==> config.mk <==
export PLATFORM = sky130hd
export DESIGN_NAME = div_issue_ctrl_flat
export DESIGN_NICKNAME = d
export VERILOG_FILES = /design/src/rtl/div_issue_ctrl_if.sv /design/src/rtl/div_issue_ctrl.sv /design/src/flat_wrapper.sv
export SDC_FILE = /design/constraint.sdc
export NUM_CORES = 1
export LEC_CHECK = 0
export ABC_AREA = 1
export CAP_MARGIN = 40
export CORE_MARGIN = 10
export CORE_UTILIZATION = 43
export DETAILED_ROUTE_END_ITERATION = 12
export PLACE_DENSITY_LB_ADDON = 0.12
export SLEW_MARGIN = 25
export SYNTH_ARGS = -nofsm -noshare
export SYNTH_HDL_FRONTEND = slang
export SYNTH_SLANG_ARGS = --single-unit
==> constraint.sdc <==
create_clock -name clk -period 2.3 [get_ports clk]
set_input_delay 0.46 -clock clk [delete_from_list [all_inputs] [get_ports clk]]
set_output_delay 0.46 -clock clk [all_outputs]
set_load 0.01 [all_outputs]
==> src/rtl/div_issue_ctrl_if.sv <==
// Bundle of the request ports, divider hookup and writeback port of div_issue_ctrl.
// slave is the controller's view; master is the view of everything around it.
interface div_issue_ctrl_if #(
  parameter int unsigned TAG_W = 6
);
  // Issue port 0
  logic             req0_valid;
  logic             req0_ready;
  logic [4:0]       req0_op;
  logic [31:0]      req0_a;
  logic [31:0]      req0_b;
  logic [TAG_W-1:0] req0_tag;
  // Issue port 1
  logic             req1_valid;
  logic             req1_ready;
  logic [4:0]       req1_op;
  logic [31:0]      req1_a;
  logic [31:0]      req1_b;
  logic [TAG_W-1:0] req1_tag;
  // Pipeline control
  logic             flush;
  // Shared divider
  logic             div_start;
  logic [4:0]       div_op_sel;
  logic [31:0]      div_rs1;
  logic [31:0]      div_rs2;
  logic             div_busy;
  logic             div_done;
  logic [31:0]      div_result;
  // Writeback
  logic             out_valid;
  logic             out_ready;
  logic [31:0]      out_data;
  logic [TAG_W-1:0] out_tag;
  logic             out_src;
  logic [31:0]      stat_ops;

  modport slave (
    input  req0_valid, req0_op, req0_a, req0_b, req0_tag,
    input  req1_valid, req1_op, req1_a, req1_b, req1_tag,
    input  flush, div_busy, div_done, div_result, out_ready,
    output req0_ready, req1_ready,
    output div_start, div_op_sel, div_rs1, div_rs2,
    output out_valid, out_data, out_tag, out_src, stat_ops
  );

  modport master (
    output req0_valid, req0_op, req0_a, req0_b, req0_tag,
    output req1_valid, req1_op, req1_a, req1_b, req1_tag,
    output flush, div_busy, div_done, div_result, out_ready,
    input  req0_ready, req1_ready,
    input  div_start, div_op_sel, div_rs1, div_rs2,
    input  out_valid, out_data, out_tag, out_src, stat_ops
  );
endinterface

==> src/rtl/div_issue_ctrl.sv <==
// Two-port round-robin issue controller in front of one shared iterative divider.
// Holds operands for the whole divider run, sequences start/done and returns
// tagged results through a single-entry valid/ready output register.
module div_issue_ctrl #(
  parameter int unsigned TAG_W = 6
) (
  input logic            clk,
  input logic            rst_n,
  div_issue_ctrl_if.slave bus
);

  typedef enum logic [1:0] {StIdle, StLaunch, StWait} state_e;

  state_e           state_q, state_d;
  logic             rr_q, rr_d;
  logic             kill_q, kill_d;
  logic [4:0]       op_q, op_d;
  logic [31:0]      a_q, a_d;
  logic [31:0]      b_q, b_d;
  logic [TAG_W-1:0] tag_q, tag_d;
  logic             src_q, src_d;
  logic             out_valid_q, out_valid_d;
  logic [31:0]      out_data_q, out_data_d;
  logic [TAG_W-1:0] out_tag_q, out_tag_d;
  logic             out_src_q, out_src_d;
  logic [31:0]      stat_q, stat_d;

  logic             accept_ok;
  logic             accept;
  logic             gnt;
  logic [4:0]       sel_op;
  logic [31:0]      sel_a;
  logic [31:0]      sel_b;
  logic [TAG_W-1:0] sel_tag;
  logic             sel_op_ok;
  logic             unused_busy;

  // The divider's busy flag is informational only; sequencing relies on done.
  assign unused_busy = bus.div_busy;

  // Grant selection and acceptance qualification.
  always_comb begin
    // A new op may only start once the output register is free or freeing,
    // so a later div_done always finds room for its result.
    accept_ok = (state_q == StIdle) && !bus.flush && (!out_valid_q || bus.out_ready);
    if (bus.req0_valid && bus.req1_valid) begin
      gnt = rr_q;
    end else begin
      gnt = bus.req1_valid;
    end
    accept    = accept_ok && (bus.req0_valid || bus.req1_valid);
    sel_op    = gnt ? bus.req1_op  : bus.req0_op;
    sel_a     = gnt ? bus.req1_a   : bus.req0_a;
    sel_b     = gnt ? bus.req1_b   : bus.req0_b;
    sel_tag   = gnt ? bus.req1_tag : bus.req0_tag;
    sel_op_ok = (sel_op[4:2] == 3'b101);
  end

  assign bus.req0_ready = accept && !gnt;
  assign bus.req1_ready = accept && gnt;

  // Next-state logic for the FSM, hold registers and output register.
  always_comb begin
    state_d     = state_q;
    rr_d        = rr_q;
    kill_d      = kill_q;
    op_d        = op_q;
    a_d         = a_q;
    b_d         = b_q;
    tag_d       = tag_q;
    src_d       = src_q;
    out_valid_d = out_valid_q;
    out_data_d  = out_data_q;
    out_tag_d   = out_tag_q;
    out_src_d   = out_src_q;
    stat_d      = stat_q;

    if (bus.flush) begin
      // A flushed result is not a delivery even if the consumer took it.
      out_valid_d = 1'b0;
    end else if (out_valid_q && bus.out_ready) begin
      out_valid_d = 1'b0;
      stat_d      = stat_q + 32'd1;
    end

    case (state_q)
      StIdle: begin
        if (accept) begin
          op_d  = sel_op;
          a_d   = sel_a;
          b_d   = sel_b;
          tag_d = sel_tag;
          src_d = gnt;
          rr_d  = ~gnt;
          if (sel_op_ok) begin
            state_d = StLaunch;
          end else begin
            // Unsupported op: answer with zero straight away, divider untouched.
            out_valid_d = 1'b1;
            out_data_d  = '0;
            out_tag_d   = sel_tag;
            out_src_d   = gnt;
          end
        end
      end
      StLaunch: begin
        state_d = StWait;
        if (bus.flush) kill_d = 1'b1;
      end
      StWait: begin
        if (bus.flush) kill_d = 1'b1;
        if (bus.div_done) begin
          state_d = StIdle;
          kill_d  = 1'b0;
          if (!kill_q && !bus.flush) begin
            out_valid_d = 1'b1;
            out_data_d  = bus.div_result;
            out_tag_d   = tag_q;
            out_src_d   = src_q;
          end
        end
      end
      default: state_d = StIdle;
    endcase
  end

  // State and datapath registers.
  always_ff @(posedge clk or negedge rst_n) begin
    if (!rst_n) begin
      state_q     <= StIdle;
      rr_q        <= 1'b0;
      kill_q      <= 1'b0;
      op_q        <= '0;
      a_q         <= '0;
      b_q         <= '0;
      tag_q       <= '0;
      src_q       <= 1'b0;
      out_valid_q <= 1'b0;
      out_data_q  <= '0;
      out_tag_q   <= '0;
      out_src_q   <= 1'b0;
      stat_q      <= '0;
    end else begin
      state_q     <= state_d;
      rr_q        <= rr_d;
      kill_q      <= kill_d;
      op_q        <= op_d;
      a_q         <= a_d;
      b_q         <= b_d;
      tag_q       <= tag_d;
      src_q       <= src_d;
      out_valid_q <= out_valid_d;
      out_data_q  <= out_data_d;
      out_tag_q   <= out_tag_d;
      out_src_q   <= out_src_d;
      stat_q      <= stat_d;
    end
  end

  assign bus.div_start  = (state_q == StLaunch);
  assign bus.div_op_sel = op_q;
  assign bus.div_rs1    = a_q;
  assign bus.div_rs2    = b_q;
  assign bus.out_valid  = out_valid_q;
  assign bus.out_data   = out_data_q;
  assign bus.out_tag    = out_tag_q;
  assign bus.out_src    = out_src_q;
  assign bus.stat_ops   = stat_q;

endmodule

==> src/flat_wrapper.sv <==
// flat-port wrapper written by rule: the top's interface ports become plain ports
module div_issue_ctrl_flat 
#(
  parameter int unsigned TAG_W = 6
)
  (clk, rst_n, bus_req0_valid, bus_req0_op, bus_req0_a, bus_req0_b, bus_req0_tag, bus_req1_valid, bus_req1_op, bus_req1_a, bus_req1_b, bus_req1_tag, bus_flush, bus_div_busy, bus_div_done, bus_div_result, bus_out_ready, bus_req0_ready, bus_req1_ready, bus_div_start, bus_div_op_sel, bus_div_rs1, bus_div_rs2, bus_out_valid, bus_out_data, bus_out_tag, bus_out_src, bus_stat_ops);
  div_issue_ctrl_if #(.TAG_W(TAG_W)) bus_i ();
  input logic clk;
  input logic rst_n;
  input wire logic [$bits(bus_i.req0_valid)-1:0] bus_req0_valid;
  input wire logic [$bits(bus_i.req0_op)-1:0] bus_req0_op;
  input wire logic [$bits(bus_i.req0_a)-1:0] bus_req0_a;
  input wire logic [$bits(bus_i.req0_b)-1:0] bus_req0_b;
  input wire logic [$bits(bus_i.req0_tag)-1:0] bus_req0_tag;
  input wire logic [$bits(bus_i.req1_valid)-1:0] bus_req1_valid;
  input wire logic [$bits(bus_i.req1_op)-1:0] bus_req1_op;
  input wire logic [$bits(bus_i.req1_a)-1:0] bus_req1_a;
  input wire logic [$bits(bus_i.req1_b)-1:0] bus_req1_b;
  input wire logic [$bits(bus_i.req1_tag)-1:0] bus_req1_tag;
  input wire logic [$bits(bus_i.flush)-1:0] bus_flush;
  input wire logic [$bits(bus_i.div_busy)-1:0] bus_div_busy;
  input wire logic [$bits(bus_i.div_done)-1:0] bus_div_done;
  input wire logic [$bits(bus_i.div_result)-1:0] bus_div_result;
  input wire logic [$bits(bus_i.out_ready)-1:0] bus_out_ready;
  output wire logic [$bits(bus_i.req0_ready)-1:0] bus_req0_ready;
  output wire logic [$bits(bus_i.req1_ready)-1:0] bus_req1_ready;
  output wire logic [$bits(bus_i.div_start)-1:0] bus_div_start;
  output wire logic [$bits(bus_i.div_op_sel)-1:0] bus_div_op_sel;
  output wire logic [$bits(bus_i.div_rs1)-1:0] bus_div_rs1;
  output wire logic [$bits(bus_i.div_rs2)-1:0] bus_div_rs2;
  output wire logic [$bits(bus_i.out_valid)-1:0] bus_out_valid;
  output wire logic [$bits(bus_i.out_data)-1:0] bus_out_data;
  output wire logic [$bits(bus_i.out_tag)-1:0] bus_out_tag;
  output wire logic [$bits(bus_i.out_src)-1:0] bus_out_src;
  output wire logic [$bits(bus_i.stat_ops)-1:0] bus_stat_ops;
  assign bus_i.req0_valid = bus_req0_valid;
  assign bus_i.req0_op = bus_req0_op;
  assign bus_i.req0_a = bus_req0_a;
  assign bus_i.req0_b = bus_req0_b;
  assign bus_i.req0_tag = bus_req0_tag;
  assign bus_i.req1_valid = bus_req1_valid;
  assign bus_i.req1_op = bus_req1_op;
  assign bus_i.req1_a = bus_req1_a;
  assign bus_i.req1_b = bus_req1_b;
  assign bus_i.req1_tag = bus_req1_tag;
  assign bus_i.flush = bus_flush;
  assign bus_i.div_busy = bus_div_busy;
  assign bus_i.div_done = bus_div_done;
  assign bus_i.div_result = bus_div_result;
  assign bus_i.out_ready = bus_out_ready;
  assign bus_req0_ready = bus_i.req0_ready;
  assign bus_req1_ready = bus_i.req1_ready;
  assign bus_div_start = bus_i.div_start;
  assign bus_div_op_sel = bus_i.div_op_sel;
  assign bus_div_rs1 = bus_i.div_rs1;
  assign bus_div_rs2 = bus_i.div_rs2;
  assign bus_out_valid = bus_i.out_valid;
  assign bus_out_data = bus_i.out_data;
  assign bus_out_tag = bus_i.out_tag;
  assign bus_out_src = bus_i.out_src;
  assign bus_stat_ops = bus_i.stat_ops;
  div_issue_ctrl #(.TAG_W(TAG_W)) u_core (.clk(clk), .rst_n(rst_n), .bus(bus_i));
endmodule
==> summary.txt <==
CTS
  – Total CTS buffers: 17
  – Clk buf depth: 2
  – Setup repair bufs after CTS: 0
  – Clk Latency, worst-skew pair: 410 ps
  – TritonCTS clock tree: yes
  – CTS sink cnt: 152
  – Clock-pin slew on the worst setup and hold paths: 60 ps
  – Root Driver: clkbuf_16
  – H-tree Lvls: 4

Pwr
  – Power per cell area: 1006 mW/mm²
  – Maximum vdd drop: 0.5321 mV
  – Leak: 5.751 nW

Timing
  – Slew Limit Fails: 0
  – RSZ-0062 raised after global routing: no
  – Slew at the pin with the worst max-slew slack: 719.2 ps
  – Setup TNS: 0 ps
  – Hold Fails Final Rpt: 0
  – Fin crit period: 2167 ps
  – Final setup fails: 0
  – Worst relative slew slack: 0.5205
  – Skew final: 8.985 ps
  – Fmax: 461.4 MHz
  – Fin crit share: 0.9422

Synth
  – Post-synthesis sequential area ratio: 0.5049
  – Mapped Cells: 1000
  – Syn Nets: 1195
  – Ys async rst share: 1.000
  – Yosys warns: 0
  – Post-synthesis register bit count: 152
  – Top_reg_cell synth: dfrtp_1
  – EDFF count, synth: 0
  – Post-synthesis cell area: 0.007533 mm²
  – Avg Cell Area, Syn: 7.533 µm²
  – Netlist cell types: 27

Global route
  – Pin count of the biggest net entering global routing: 78
  – Grt peak-use layer: met2
  – Global route overflow: 0
  – Met2 Usage GRT: 0.3729
  – GRT Util Overall: 0.2215
  – GR Util met3: 0.09483
  – GR Layer Usage met1: 0.2514
  – First-pass GRT wire length: 41610 µm
  – Antenna violations before repair: 1
  – Vias in the first global route: 7449

Worst setup path
  – CP Capture Type: output pin
  – Worst path cell trace: inv_1 -> ha_1 -> clkdlybuf4s50_1
  – CP max FO: 3
  – CP Launch Type: flop
  – Critical path required time: 1840 ps
  – Crit-path slowest cell: clkdlybuf4s50_1
  – Worst Path Arrival: 1710 ps
  – Setup Crit Path Kind: reg2out
  – CP peak stage delay: 600 ps
  – Worst R2R Path Depth: 7

Floorplanning
  – Core footprint: 0.01724 mm²
  – Row cnt: 48
  – Initial Utilization: 0.4371
  – Die height: 152.4 µm
  – DIE WIDTH: 152.4 µm
  – Ports: 334
  – Die area: 0.02321 mm²

Placed design
  – Post-DP HPWL: 19920 µm
  – Final GP Congestion: 0.8423
  – Port-buffer cells: 332
  – Post-Place Cells: 1542

Drt
  – DRC violations left: 0
  – Vias post-DR: 7506
  – Final WL: 26360 µm
  – Routed Antenna Nets: 0
  – Vias per cell: 4.769
  – Routed WL per cell: 16.75 µm
  – Drt initial violations: 524
  – 1st-pass router iterations: 5

Final layout
  – Share of layout cells above drive strength 1: 0.05638
  – Non-filler instance count after layout: 1574
  – Fin nets: 1532
  – Area Growth Syn to Fin: 55.62%
  – Fill cell count: 1485

Worst hold path
  – Type of the most critical hold path: in2async

Run status
  – Status: finished clean

Run
  – Max-Cap Viols: 0
-- placed cells by master, fill, tap and decap left out, types with 2 or more instances in the layout --
cell type / netlist / layout
dfrtp_1: 152 / 152
clkbuf_1: 16 / 2
nor2_1: 37 / 37
nand4_1: 45 / 45
o21bai_1: 2 / 2
o21ai_0: 12 / 12
xor2_1: 15 / 15
nand3b_1: 9 / 9
ha_1: 5 / 4
xnor2_1: 3 / 3
clkinv_2: 0 / 6
dlygate4sd2_1: 0 / 2
buf_4: 8 / 29
inv_1: 81 / 81
nor3_1: 10 / 10
clkbuf_8: 0 / 2
clkbuf_16: 0 / 17
nand2_1: 474 / 474
buf_12: 0 / 3
a21oi_1: 2 / 2
nand2_2: 4 / 4
nor2_2: 4 / 3
nor2_4: 2 / 3
nand3_1: 91 / 90
clkinvlp_4: 0 / 2
clkdlybuf4s50_1: 0 / 329
-- stage by stage --
step	setup WS, ps	power, W	util	cell area [µm²]	hold WS (ps)
2_1_floorplan	538.2	0.006489	-	7533	164.4
3_3_place_gp	-139.6	0.009294	0.6496	11200	245.7
3_5_place_dp	-152.2	0.009363	0.6496	11200	245.5
4_1_cts	106.9	0.01192	0.6800	11720	375.9
5_1_grt	48.76	0.01258	0.6800	11720	395.4
6_report	132.8	0.01180	0.6802	11720	390.6
-- critical path: cells and delay by family (launching register included) --
kind / cells / cell delay [ps]
buffers and inverters: 2 / 710
flip-flops: 1 / 390
adder cells (fa/ha/maj): 1 / 190
-- synthesized netlist by cell type (all sizes together), types with 2 or more instances --
cell type | n | share of area
a21oi | 2 | 0.0013
buf | 31 | 0.024
clkbuf | 16 | 0.0080
dfrtp | 152 | 0.50
ha | 5 | 0.0083
inv | 81 | 0.040
nand2 | 478 | 0.24
nand3 | 91 | 0.060
nand3b | 9 | 0.0090
nand4 | 46 | 0.039
nor2 | 43 | 0.025
nor3 | 10 | 0.0066
o21ai | 12 | 0.0080
o21bai | 2 | 0.0020
xnor2 | 3 | 0.0035
xor2 | 15 | 0.017
-- routing by layer --
metal,wire length [µm],part of all wire
met2,13020,0.49
met1,10370,0.39
met5,0,0
met4,386,0.015
met3,2593,0.098
-- cell type report --
cell class / instances / area, µm² / share of cell area
antenna: 1 / 2.502 / 0.0002134
inverter: 82 / 307.8 / 0.02625
clock inverter: 9 / 53.80 / 0.004589
clock buffer: 21 / 460.4 / 0.03927
multi-input combinational: 719 / 3204 / 0.2733
timing repair buffer: 365 / 3610 / 0.3079
sequential: 152 / 3804 / 0.3244
tap: 225 / 281.5 / 0.02401
-- worst paths after layout --
| check | startpoint | endpoint | slack (ps) |
|---|---|---|---|
| max | u_core.state_q[1] | bus_div_start | 130 |
| min | rst_n | u_core.bus.out_data[8] | 390 |
| max reg2reg | u_core.state_q[0] | u_core.bus.div_rs2[0] | 330 |
| min reg2reg | u_core.bus.out_data[23] | u_core.bus.out_data[23] | 470 |
| max in group asynchronous | rst_n | u_core.bus.div_rs2[21] | 1300 |
| min in group clk | u_core.bus.out_data[23] | u_core.bus.out_data[23] | 470 |
-- cell families (layout without fill, tap and decap cells) --
logic type | count (synthesis) | after routing | share of synthesized area
and+or+nand+nor | 679 | 679 | 0.3810
buffers and inverters | 129 | 477 | 0.07241
AOI/OAI and AO/OA | 17 | 17 | 0.01246
other | 0 | 1 | 0
xor gates and xnor gates | 18 | 18 | 0.02093
DFF | 152 | 152 | 0.5049
adders and majority gates | 5 | 5 | 0.008304
-- report_power, final --
part | leakage [nW] | internal (W) | switching [W]
Sequential | 1.96 | 0.00358 | 0.000522
Clock | 0.254 | 0.00141 | 0.00109
Combinational | 3.54 | 0.00252 | 0.00267
Total | 5.75 | 0.00752 | 0.00428
-- registers in the layout, indices dropped and copies added, names as in the netlist --
signal,cells
u_core.bus.div_op_sel,5
u_core.bus.div_rs1,32
u_core.bus.div_rs2,32
u_core.bus.out_data,32
u_core.bus.out_src,1
u_core.bus.out_tag,6
u_core.bus.out_valid,1
u_core.bus.stat_ops,32
u_core.kill_q,1
u_core.rr_q,1
u_core.src_q,1
u_core.state_q,2
u_core.tag_q,6
-- repair_timing --
action	4_1_cts	5_1_grt
endpoints found under the setup margin	2	0
hold buffers	1	0
hold endpoints to repair	1	0
resized for setup	3	0
(Power assumes the default switching activity.)
